## src/rtl/pico_host_pkg.sv

```systemverilog
//------------------------------------------------------------------------------
// Module   : pico_host_pkg
// Purpose  : Shared types and constants for the picoMips host driver:
//            driver FSM state encoding, SW bus bit positions and a small
//            helper used to size the shared phase counter.
// Revision : 1.0 - initial release
//------------------------------------------------------------------------------
`default_nettype none

package pico_host_pkg;

  typedef enum logic [2:0] {
    PROC_RST = 3'd0,
    IDLE     = 3'd1,
    PRESENT  = 3'd2,
    RELEASE  = 3'd3,
    SETTLE   = 3'd4,
    OUTPUT   = 3'd5
  } state_t;

  // Bit positions on the 10-bit switch bus
  localparam int SW_DATA_MSB = 7;
  localparam int SW_HS       = 8;
  localparam int SW_NRST     = 9;

  function automatic int max3(input int a, input int b, input int c);
    int m;
    m = (a > b) ? a : b;
    return (m > c) ? m : c;
  endfunction

endpackage

`default_nettype wire

```

## src/rtl/pico_host_driver_phase_timer.sv

```systemverilog
//------------------------------------------------------------------------------
// Module   : phase_timer
// Purpose  : Loadable down-counter that times one FSM phase. Loading N makes
//            Done assert on the Nth cycle after the load edge; the count then
//            parks at zero instead of wrapping.
// Ports    : Clock     - system clock, rising edge
//            Reset     - synchronous, active-high; clears the count
//            Load      - load LoadValue on this edge (overrides counting)
//            LoadValue - phase length in cycles
//            Done      - high while the count equals 1 (last cycle of phase)
// Revision : 1.0 - initial release
//------------------------------------------------------------------------------
`default_nettype none

module phase_timer #(
  parameter int WIDTH = 8
) (
  input  logic             Clock,
  input  logic             Reset,
  input  logic             Load,
  input  logic [WIDTH-1:0] LoadValue,
  output logic             Done
);

  logic [WIDTH-1:0] r_count;

  always_ff @(posedge Clock) begin
    if (Reset) begin
      r_count <= '0;
    end else if (Load) begin
      r_count <= LoadValue;
    end else if (r_count != '0) begin
      r_count <= r_count - WIDTH'(1);
    end
  end

  assign Done = (r_count == WIDTH'(1));

endmodule

`default_nettype wire

```

## src/rtl/pico_host_driver.sv

```systemverilog
//------------------------------------------------------------------------------
// Module   : pico_host_driver
// Purpose  : Operator-side driver for the picoMips switch/LED interface.
//            Operand bytes from a valid/ready stream are presented on
//            SW[7:0] with a SW[8] high/low handshake; after the last operand
//            and a settle time the LED value is captured and returned on an
//            output valid/ready stream. SW[9] is the processor nReset.
// Ports    : Clock, Reset       - clock and synchronous active-high reset
//            InValid/InReady    - operand stream handshake, InData operand
//            SW[9:0]            - [7:0] data, [8] handshake, [9] nReset
//            LED[7:0]           - processor accumulator (signed)
//            OutValid/OutReady  - result stream handshake, OutData result
//            Busy               - low only in IDLE
// Revision : 1.0 - initial release
//------------------------------------------------------------------------------
`default_nettype none

module pico_host_driver
  import pico_host_pkg::*;
#(
  parameter int RESET_CYCLES  = 4,
  parameter int HOLD_CYCLES   = 16,
  parameter int OPERANDS      = 2,
  parameter int SETTLE_CYCLES = 64
) (
  input  logic       Clock,
  input  logic       Reset,
  input  logic       InValid,
  output logic       InReady,
  input  logic [7:0] InData,
  output logic [9:0] SW,
  input  logic [7:0] LED,
  output logic       OutValid,
  input  logic       OutReady,
  output logic [7:0] OutData,
  output logic       Busy
);

  localparam int TW = $clog2(max3(RESET_CYCLES, HOLD_CYCLES, SETTLE_CYCLES) + 1);
  localparam int CW = $clog2(OPERANDS + 1);

  state_t          r_state;
  state_t          w_state_next;
  logic            r_armed;
  logic [9:0]      r_sw;
  logic [9:0]      w_sw_next;
  logic [CW-1:0]   r_op_cnt;
  logic [CW-1:0]   w_cnt_next;
  logic [CW-1:0]   w_cnt_inc;
  logic            r_out_valid;
  logic            w_out_valid_next;
  logic [7:0]      r_out_data;
  logic [7:0]      w_out_data_next;
  logic            w_load;
  logic [TW-1:0]   w_load_val;
  logic            w_done;
  logic            w_rst_last;

  phase_timer #(.WIDTH(TW)) u_timer (
    .Clock     (Clock),
    .Reset     (Reset),
    .Load      (w_load),
    .LoadValue (w_load_val),
    .Done      (w_done)
  );

  // PROC_RST is entered through Reset, so there is no entry edge to load the
  // timer on. Its first cycle loads RESET_CYCLES-1 instead, and r_armed marks
  // that this has happened. A one-cycle reset phase ends immediately.
  assign w_rst_last = (RESET_CYCLES == 1) ? !r_armed : (r_armed && w_done);
  assign w_cnt_inc  = r_op_cnt + CW'(1);

  always_ff @(posedge Clock) begin
    if (Reset) begin
      r_state <= PROC_RST;
    end else begin
      r_state <= w_state_next;
    end
  end

  always_comb begin
    w_state_next     = r_state;
    w_load           = 1'b0;
    w_load_val       = '0;
    w_cnt_next       = r_op_cnt;
    w_sw_next        = r_sw;
    w_out_valid_next = r_out_valid;
    w_out_data_next  = r_out_data;
    case (r_state)
      PROC_RST: begin
        if (w_rst_last) begin
          w_sw_next[SW_NRST] = 1'b1;
          w_state_next       = IDLE;
        end else if (!r_armed) begin
          w_load     = 1'b1;
          w_load_val = TW'(RESET_CYCLES - 1);
        end
      end
      IDLE: begin
        if (InValid) begin
          w_sw_next[SW_DATA_MSB:0] = InData;
          w_sw_next[SW_HS]         = 1'b1;
          w_load                   = 1'b1;
          w_load_val               = TW'(HOLD_CYCLES);
          w_state_next             = PRESENT;
        end
      end
      PRESENT: begin
        if (w_done) begin
          w_sw_next[SW_HS] = 1'b0;
          w_load           = 1'b1;
          w_load_val       = TW'(HOLD_CYCLES);
          w_state_next     = RELEASE;
        end
      end
      RELEASE: begin
        if (w_done) begin
          if (w_cnt_inc < CW'(OPERANDS)) begin
            w_cnt_next   = w_cnt_inc;
            w_state_next = IDLE;
          end else begin
            w_cnt_next   = '0;
            w_load       = 1'b1;
            w_load_val   = TW'(SETTLE_CYCLES);
            w_state_next = SETTLE;
          end
        end
      end
      SETTLE: begin
        if (w_done) begin
          w_out_data_next  = LED;
          w_out_valid_next = 1'b1;
          w_state_next     = OUTPUT;
        end
      end
      OUTPUT: begin
        if (OutReady) begin
          w_out_valid_next = 1'b0;
          w_state_next     = IDLE;
        end
      end
      default: begin
        w_state_next = PROC_RST;
      end
    endcase
  end

  always_ff @(posedge Clock) begin
    if (Reset) begin
      r_armed     <= 1'b0;
      r_sw        <= '0;
      r_op_cnt    <= '0;
      r_out_valid <= 1'b0;
      r_out_data  <= '0;
    end else begin
      r_armed     <= r_armed | (r_state == PROC_RST);
      r_sw        <= w_sw_next;
      r_op_cnt    <= w_cnt_next;
      r_out_valid <= w_out_valid_next;
      r_out_data  <= w_out_data_next;
    end
  end

  assign SW       = r_sw;
  assign OutValid = r_out_valid;
  assign OutData  = r_out_data;
  assign InReady  = (r_state == IDLE);
  assign Busy     = (r_state != IDLE);

endmodule

`default_nettype wire

```

## config.mk

```make
export PLATFORM = sky130hd
export DESIGN_NAME = pico_host_driver
export DESIGN_NICKNAME = d
export VERILOG_FILES = /design/src/rtl/pico_host_pkg.sv /design/src/rtl/pico_host_driver_phase_timer.sv /design/src/rtl/pico_host_driver.sv
export SDC_FILE = /design/constraint.sdc
export NUM_CORES = 1
export LEC_CHECK = 0
export CAP_MARGIN = 5
export CORE_MARGIN = 4
export CORE_UTILIZATION = 30
export DETAILED_ROUTE_END_ITERATION = 10
export DONT_BUFFER_PORTS = 1
export SLEW_MARGIN = 20
export SYNTH_ARGS = -nofsm -noshare
export SYNTH_HDL_FRONTEND = slang
export SYNTH_HIERARCHICAL = 1
export SYNTH_SLANG_ARGS = --single-unit
```

## constraint.sdc

```tcl
create_clock -name Clock -period 3.35 [get_ports Clock]
set_clock_uncertainty 0.2 [all_clocks]
set_input_delay 0.335 -clock Clock [delete_from_list [all_inputs] [get_ports Clock]]
set_output_delay 0.335 -clock Clock [all_outputs]
set_load 0.03 [all_outputs]
```

==> results.py, run 1 <==
metrics = {
    "status": {
        "status": "completed",
    },
    "sta": {
        "hold_viol": 0,
        "slew_headroom": 0.542,
        "maxSlewViolCount": 0,
        "setup_viol": 0,
        "tns_ns": 0,
        "grt_setup_unrepaired": "no",
        "max_freq_ghz": 0.363,
        "max_slew.worst_pin.slew_ns": 0.685,
        "fin_crit_sh": 0.823,
        "period_needed_ns": 2.76,
        "hold_ws_ns": 0.00423,
    },
    "finish": {
        "stdcell_count": 252,
        "drive_above_1_share": 0.0757,
        "fin_nets": 207,
        "area_growth_pct": 19.4,
        "final_util": 0.370,
        "fillers": 478,
        "n_antenna_cell": 0,
    },
    "yosys": {
        "synth_area_sq_um": 1460,
        "yosysTopAreaCellShare": 0.425,
        "yosys_warnings": 6,
        "ys_seq_area_frac": 0.425,
        "ys_types": 39,
        "synth_edf_count": 0,
        "synth_top_family_by_area": "simple AND/OR/NAND/NOR gates",
        "synth_common_cells": "dfxtp_1, nand2_1, nor2_1, a21oi_1, mux2i_1",
        "synthArstFlopShare": 0,
        "synth_xor_area_frac": 0.0300,
        "synth_most_common_cell": "dfxtp_1",
        "synthAdderAreaFrac": 0.0257,
        "synth-seq-cells": 31,
        "synth_compound_area_frac": 0.148,
        "synthSimpleGateAreaFrac": 0.259,
        "syn_area_per_cell_sq_um": 8.65,
        "syn_inst": 169,
        "ys.flop_type": "dfxtp_1",
        "synthTopCellsByArea": "dfxtp_1, nand2_1, mux2i_1, nor2_1, a21oi_1",
        "synthMuxAreaShare": 0.0616,
        "yosysTopAreaCell": "dfxtp_1",
    },
    "global_routing": {
        "grt_pass1_wl_um": 5670,
        "grt.total_usage": 0.121,
        "first_global_vias": 1164,
        "grt_max_degree": 29,
        "grt_overflow": 0,
        "antenna_found_initial": 0,
    },
    "clock_network": {
        "holdBufCountCts": 15,
        "clock_sinks": 31,
        "cts_buffers": 5,
        "cts_root_buf": "clkbuf_8",
        "htree_levels": 2,
        "clk_latency_ns": 0.28,
        "cts_tree": "yes",
        "post-cts-setup-buffers": 0,
        "cts.path.max_buffers": 2,
        "clkTransAtPathRegs_ns": 0.06,
        "cts_resized": 0,
    },
    "setup_path": {
        "setup.worst_path.start_class": "flip-flop",
        "end_kind": "flip-flop",
        "criticalPathCategory": "reg -> reg",
        "critPathMaxFanout": 15,
        "cp.required_ns": 3.32,
        "cp.arrival_ns": 2.72,
    },
    "route": {
        "routedWlPerCell_um": 12.5,
        "drc_errors": 0,
        "vias": 1165,
        "firstDrtPassIters": 4,
        "wl_um": 3160,
        "drtIter0Drc": 55,
        "drtAntennaViolNets": 0,
        "avgViaCountPerCell": 4.62,
    },
    "pwr": {
        "p_comb_frac": 0.362,
        "powerDensity_nw_per_um2": 789,
        "p_leak_nw": 0.640,
        "total_power_w": 0.00138,
        "ir_worst_vdd_mv": 0.279,
        "swShare": 0.382,
        "power.internal_w": 0.000851,
        "p_clk_frac": 0.232,
        "p_sw_w": 0.000526,
        "p_seq_frac": 0.406,
    },
    "floorplan": {
        "row_count": 25,
        "io_pins": 41,
        "die_w_um": 77.8,
        "die_h_um": 77.8,
        "start_util": 0.309,
        "core-area_sq_um": 4720,
        "die_area_sq_um": 6050,
    },
    "placed_design": {
        "io_buffer_count": 0,
        "post-dp-hpwl_um": 2080,
        "gp_congestion": 0.775,
        "numPlacedInstances": 229,
    },
    "hold_path": {
        "min_path_type": "in -> reg",
    },
    "run": {
        "cap_violations": 0,
    },
}
## placed cells by master, fill, tap and decap left out, drive strengths merged, types with 4 or more instances in the layout
master        n
mux2i         9
nand2        28
clkbuf        8
and3b         4
dfxtp        31
dlygate4sd3  14
nor2         21
nor3          4
inv           5
a21oi        15
## sequential cells by signal, summed over array words and instances (netlist names)
signal / cells
SW: 10
OutData: 8
u_timer/r_count: 7
r_state: 3
OutValid: 1
r_armed: 1
r_op_cnt: 1
## power groups by stage
stage | Clock (W) | Combinational (W) | Sequential (W)
2_1_floorplan | 0 | 0.000446 | 0.000530
3_3_place_gp | 0 | 0.000482 | 0.000567
3_5_place_dp | 0 | 0.000476 | 0.000567
4_1_cts | 0.000333 | 0.000499 | 0.000559
5_1_grt | 0.000351 | 0.000578 | 0.000573
6_report | 0.000319 | 0.000499 | 0.000559
## critical path: stages (launching register included)
cell and delay, ns:
dfxtp_1 0.61, nor3b_2 0.67, nand2_1 0.37, nand2_1 0.15, a21oi_1 0.07, dlygate4sd3_1 0.57
## through the flow
step	cell area [sq um]	worst slack, ns
4_1_cts	1750	0.579
3_5_place_dp	1500	0.659
5_1_grt	1750	0.389
6_report	1750	0.594
2_1_floorplan	1470	0.976
3_3_place_gp	1500	0.713
## logic make-up after synthesis
kind of cell | count (synthesis)
flops | 31
other cells | 1
fa+ha+maj | 3
compound gates | 31
xor+xnor | 5
buf+inv | 14
mux | 9
simple gates | 75
## worst paths after layout
path                      start            endpoint  slack (ns)  depth (start not counted)
max                  r_state[0]               SW[2]        0.59                          5
min                      LED[1]          OutData[1]       0.004                          2
max reg2reg          r_state[0]               SW[2]        0.59                          5
min reg2reg  u_timer/r_count[6]  u_timer/r_count[6]        0.33                          2
## layer usage
layer  GRT usage  share of wire  wire length, um
met5           0              0                0
met4      0.0658          0.035              112
met3      0.0557          0.064              203
met2       0.173           0.45             1410
met1       0.148           0.45             1430
## final cells by class
cell class              count  area, sq um  area share
multi-input cells         126          777       0.445
clock buffers               8          100      0.0573
inverters                   5         18.8      0.0108
flip-flops and latches     31          621       0.356
repair buffers             15          145      0.0832
well taps                  67         83.8      0.0480
(Power assumes the default switching activity.)
==> run 2, diff against run 1 <==
- clock period: 3.35 -> 2.25 ns (I/O delays scaled with it)
==> results.py, run 2 (synthesis results as in run 1) <==
metrics = {
    "clock_network": {
        "clock_sinks": 31,
        "cts.path.max_buffers": 2,
        "clk_latency_ns": 0.28,
        "cts_buffers": 5,
        "cts_root_buf": "clkbuf_8",
        "clkTransAtPathRegs_ns": 0.06,
        "cts_tree": "yes",
        "holdBufCountCts": 13,
        "htree_levels": 2,
    },
    "placed_design": {
        "gp_congestion": 0.771,
        "io_buffer_count": 0,
        "placed_cell_area_sq_um": 1630,
        "post-dp-hpwl_um": 2200,
    },
    "global_routing": {
        "use_met2": 0.174,
        "first_global_vias": 1202,
        "antenna_found_initial": 0,
        "gr-usage-met3": 0.0441,
        "grt_pass1_wl_um": 5330,
        "use_met1": 0.127,
        "grt-busiest-layer": "met2",
        "grt_max_degree": 35,
        "grt.total_usage": 0.110,
        "grt_overflow": 0,
    },
    "setup_path": {
        "cp.arrival_ns": 2.30,
        "r2r-start": "u_timer/r_count[1]",
        "crit_slowest_cell": "or3_4",
        "crit_path_max_incr_delay_ns": 0.41,
        "path_depth": 8,
        "criticalPathCategory": "reg -> reg",
        "crit_family": "simple AND/OR/NAND/NOR gates",
        "cp.required_ns": 2.24,
        "end_kind": "flip-flop",
        "crit_start": "u_timer/r_count[1]",
        "reg2reg_to": "u_timer/r_count[4]",
        "crit_end": "u_timer/r_count[4]",
        "worstPathCellList": "inv_2 > ha_4 > and3b_2 > and3b_1 > o21ba_4 > or3_4 > or2_4 > o32ai_2",
        "rr_worst_depth": 8,
        "crit_buf_inv": 1,
        "setup.worst_path.start_class": "flip-flop",
        "critPathMaxFanout": 5,
        "r2r_setup_slack_ns": -0.06,
    },
    "finish": {
        "drive_above_1_share": 0.233,
        "final_common_cell": "dfxtp_1",
        "largest_reg_flops": 10,
        "fin_nets": 224,
        "final_util": 0.417,
        "n_antenna_cell": 0,
        "area_growth_pct": 34.9,
        "fin_area_sq_um": 1970,
        "layout_common_cells": "dfxtp_1, nand2_1, nor2_1",
        "fillers": 467,
    },
    "floorplan": {
        "start_util": 0.309,
        "row_count": 25,
        "io_pins": 41,
        "die_area_sq_um": 6050,
        "die_h_um": 77.8,
        "die_w_um": 77.8,
        "core-area_sq_um": 4720,
    },
    "sta": {
        "fin_ws_ns": -0.0619,
        "hold_ws_ns": -0.190,
        "hold_viol": 16,
        "maxSlewViolCount": 0,
        "setup_viol": 4,
        "max_freq_ghz": 0.433,
        "grt_setup_unrepaired": "yes",
        "period_needed_ns": 2.31,
        "fin_crit_sh": 1.03,
    },
    "status": {
        "violations": "hold timing, setup timing",
        "status": "finished with violations",
    },
    "route": {
        "drtIter0Drc": 77,
        "routedWlPerCell_um": 13.0,
        "wl_um": 3490,
        "firstDrtPassIters": 4,
        "drc_errors": 0,
        "vias": 1274,
        "avgViaCountPerCell": 4.74,
        "drtAntennaViolNets": 0,
    },
    "hold_path": {
        "min_path_type": "in -> reg",
    },
    "pwr": {
        "powerDensity_nw_per_um2": 1240,
        "p_leak_nw": 0.774,
        "ir_worst_vdd_mv": 0.483,
    },
    "run": {
        "cap_violations": 0,
    },
}
[run 2: layout make-up]
| type | instances | area, sq um | area share |
|---|---|---|---|
| multi-input cells | 126 | 860 | 0.436 |
| flip-flops and latches | 31 | 623 | 0.316 |
| repair buffers | 32 | 302 | 0.153 |
| well taps | 67 | 83.8 | 0.0425 |
| clock buffers | 6 | 72.6 | 0.0368 |
| inverters | 5 | 18.8 | 0.00952 |
| clock inverters | 2 | 12.5 | 0.00635 |
[run 2: worst min path at each step]
| stage | cells past startpoint | from | to |
|---|---|---|---|
| 5_1_grt | 1 | Reset | OutData[2] |
| 3_3_place_gp | 1 | Reset | SW[8] |
| 4_1_cts | 1 | Reset | SW[8] |
| 6_report | 1 | Reset | u_timer/r_count[1] |
| 2_1_floorplan | 1 | Reset | SW[0] |
| 3_5_place_dp | 1 | Reset | u_timer/r_count[1] |
[run 2: what timing repair did]
| item | in CTS | in global routing |
|---|---|---|
| endpoints found under the hold margin | 31 | 18 |
| endpoints found under the setup margin | 2 | 15 |
| pin swaps | 0 | 9 |
| resized for setup | 0 | 19 |
| buffers inserted | 0 | 2 |
| cloned | 0 | 1 |
[run 2: per-layer routing]
layer	part of all wire	vias to the layer above
met5	0	-
met2	0.51	41
met3	0.068	5
met1	0.41	586
li1	-	642
met4	0.0089	0
[run 2: through the flow]
stage	worst slack (ns)	instances	TNS (ns)	power [W]
floorplan	0.0112	171	0	0.00149
global placement	0.0506	245	0	0.00173
detailed placement	0.0126	245	0	0.00173
CTS	-0.00431	266	-0.00813	0.00221
global route	-0.129	269	-0.643	0.00261
finish	-0.0619	269	-0.159	0.00244
[run 2: where the power goes]
part	total [W]	internal (W)	switching, W	leakage, nW
Combinational	0.00122	0.000627	0.000588	0.480
Sequential	0.000796	0.000649	0.000146	0.253
Clock	0.000424	0.000216	0.000209	0.0412
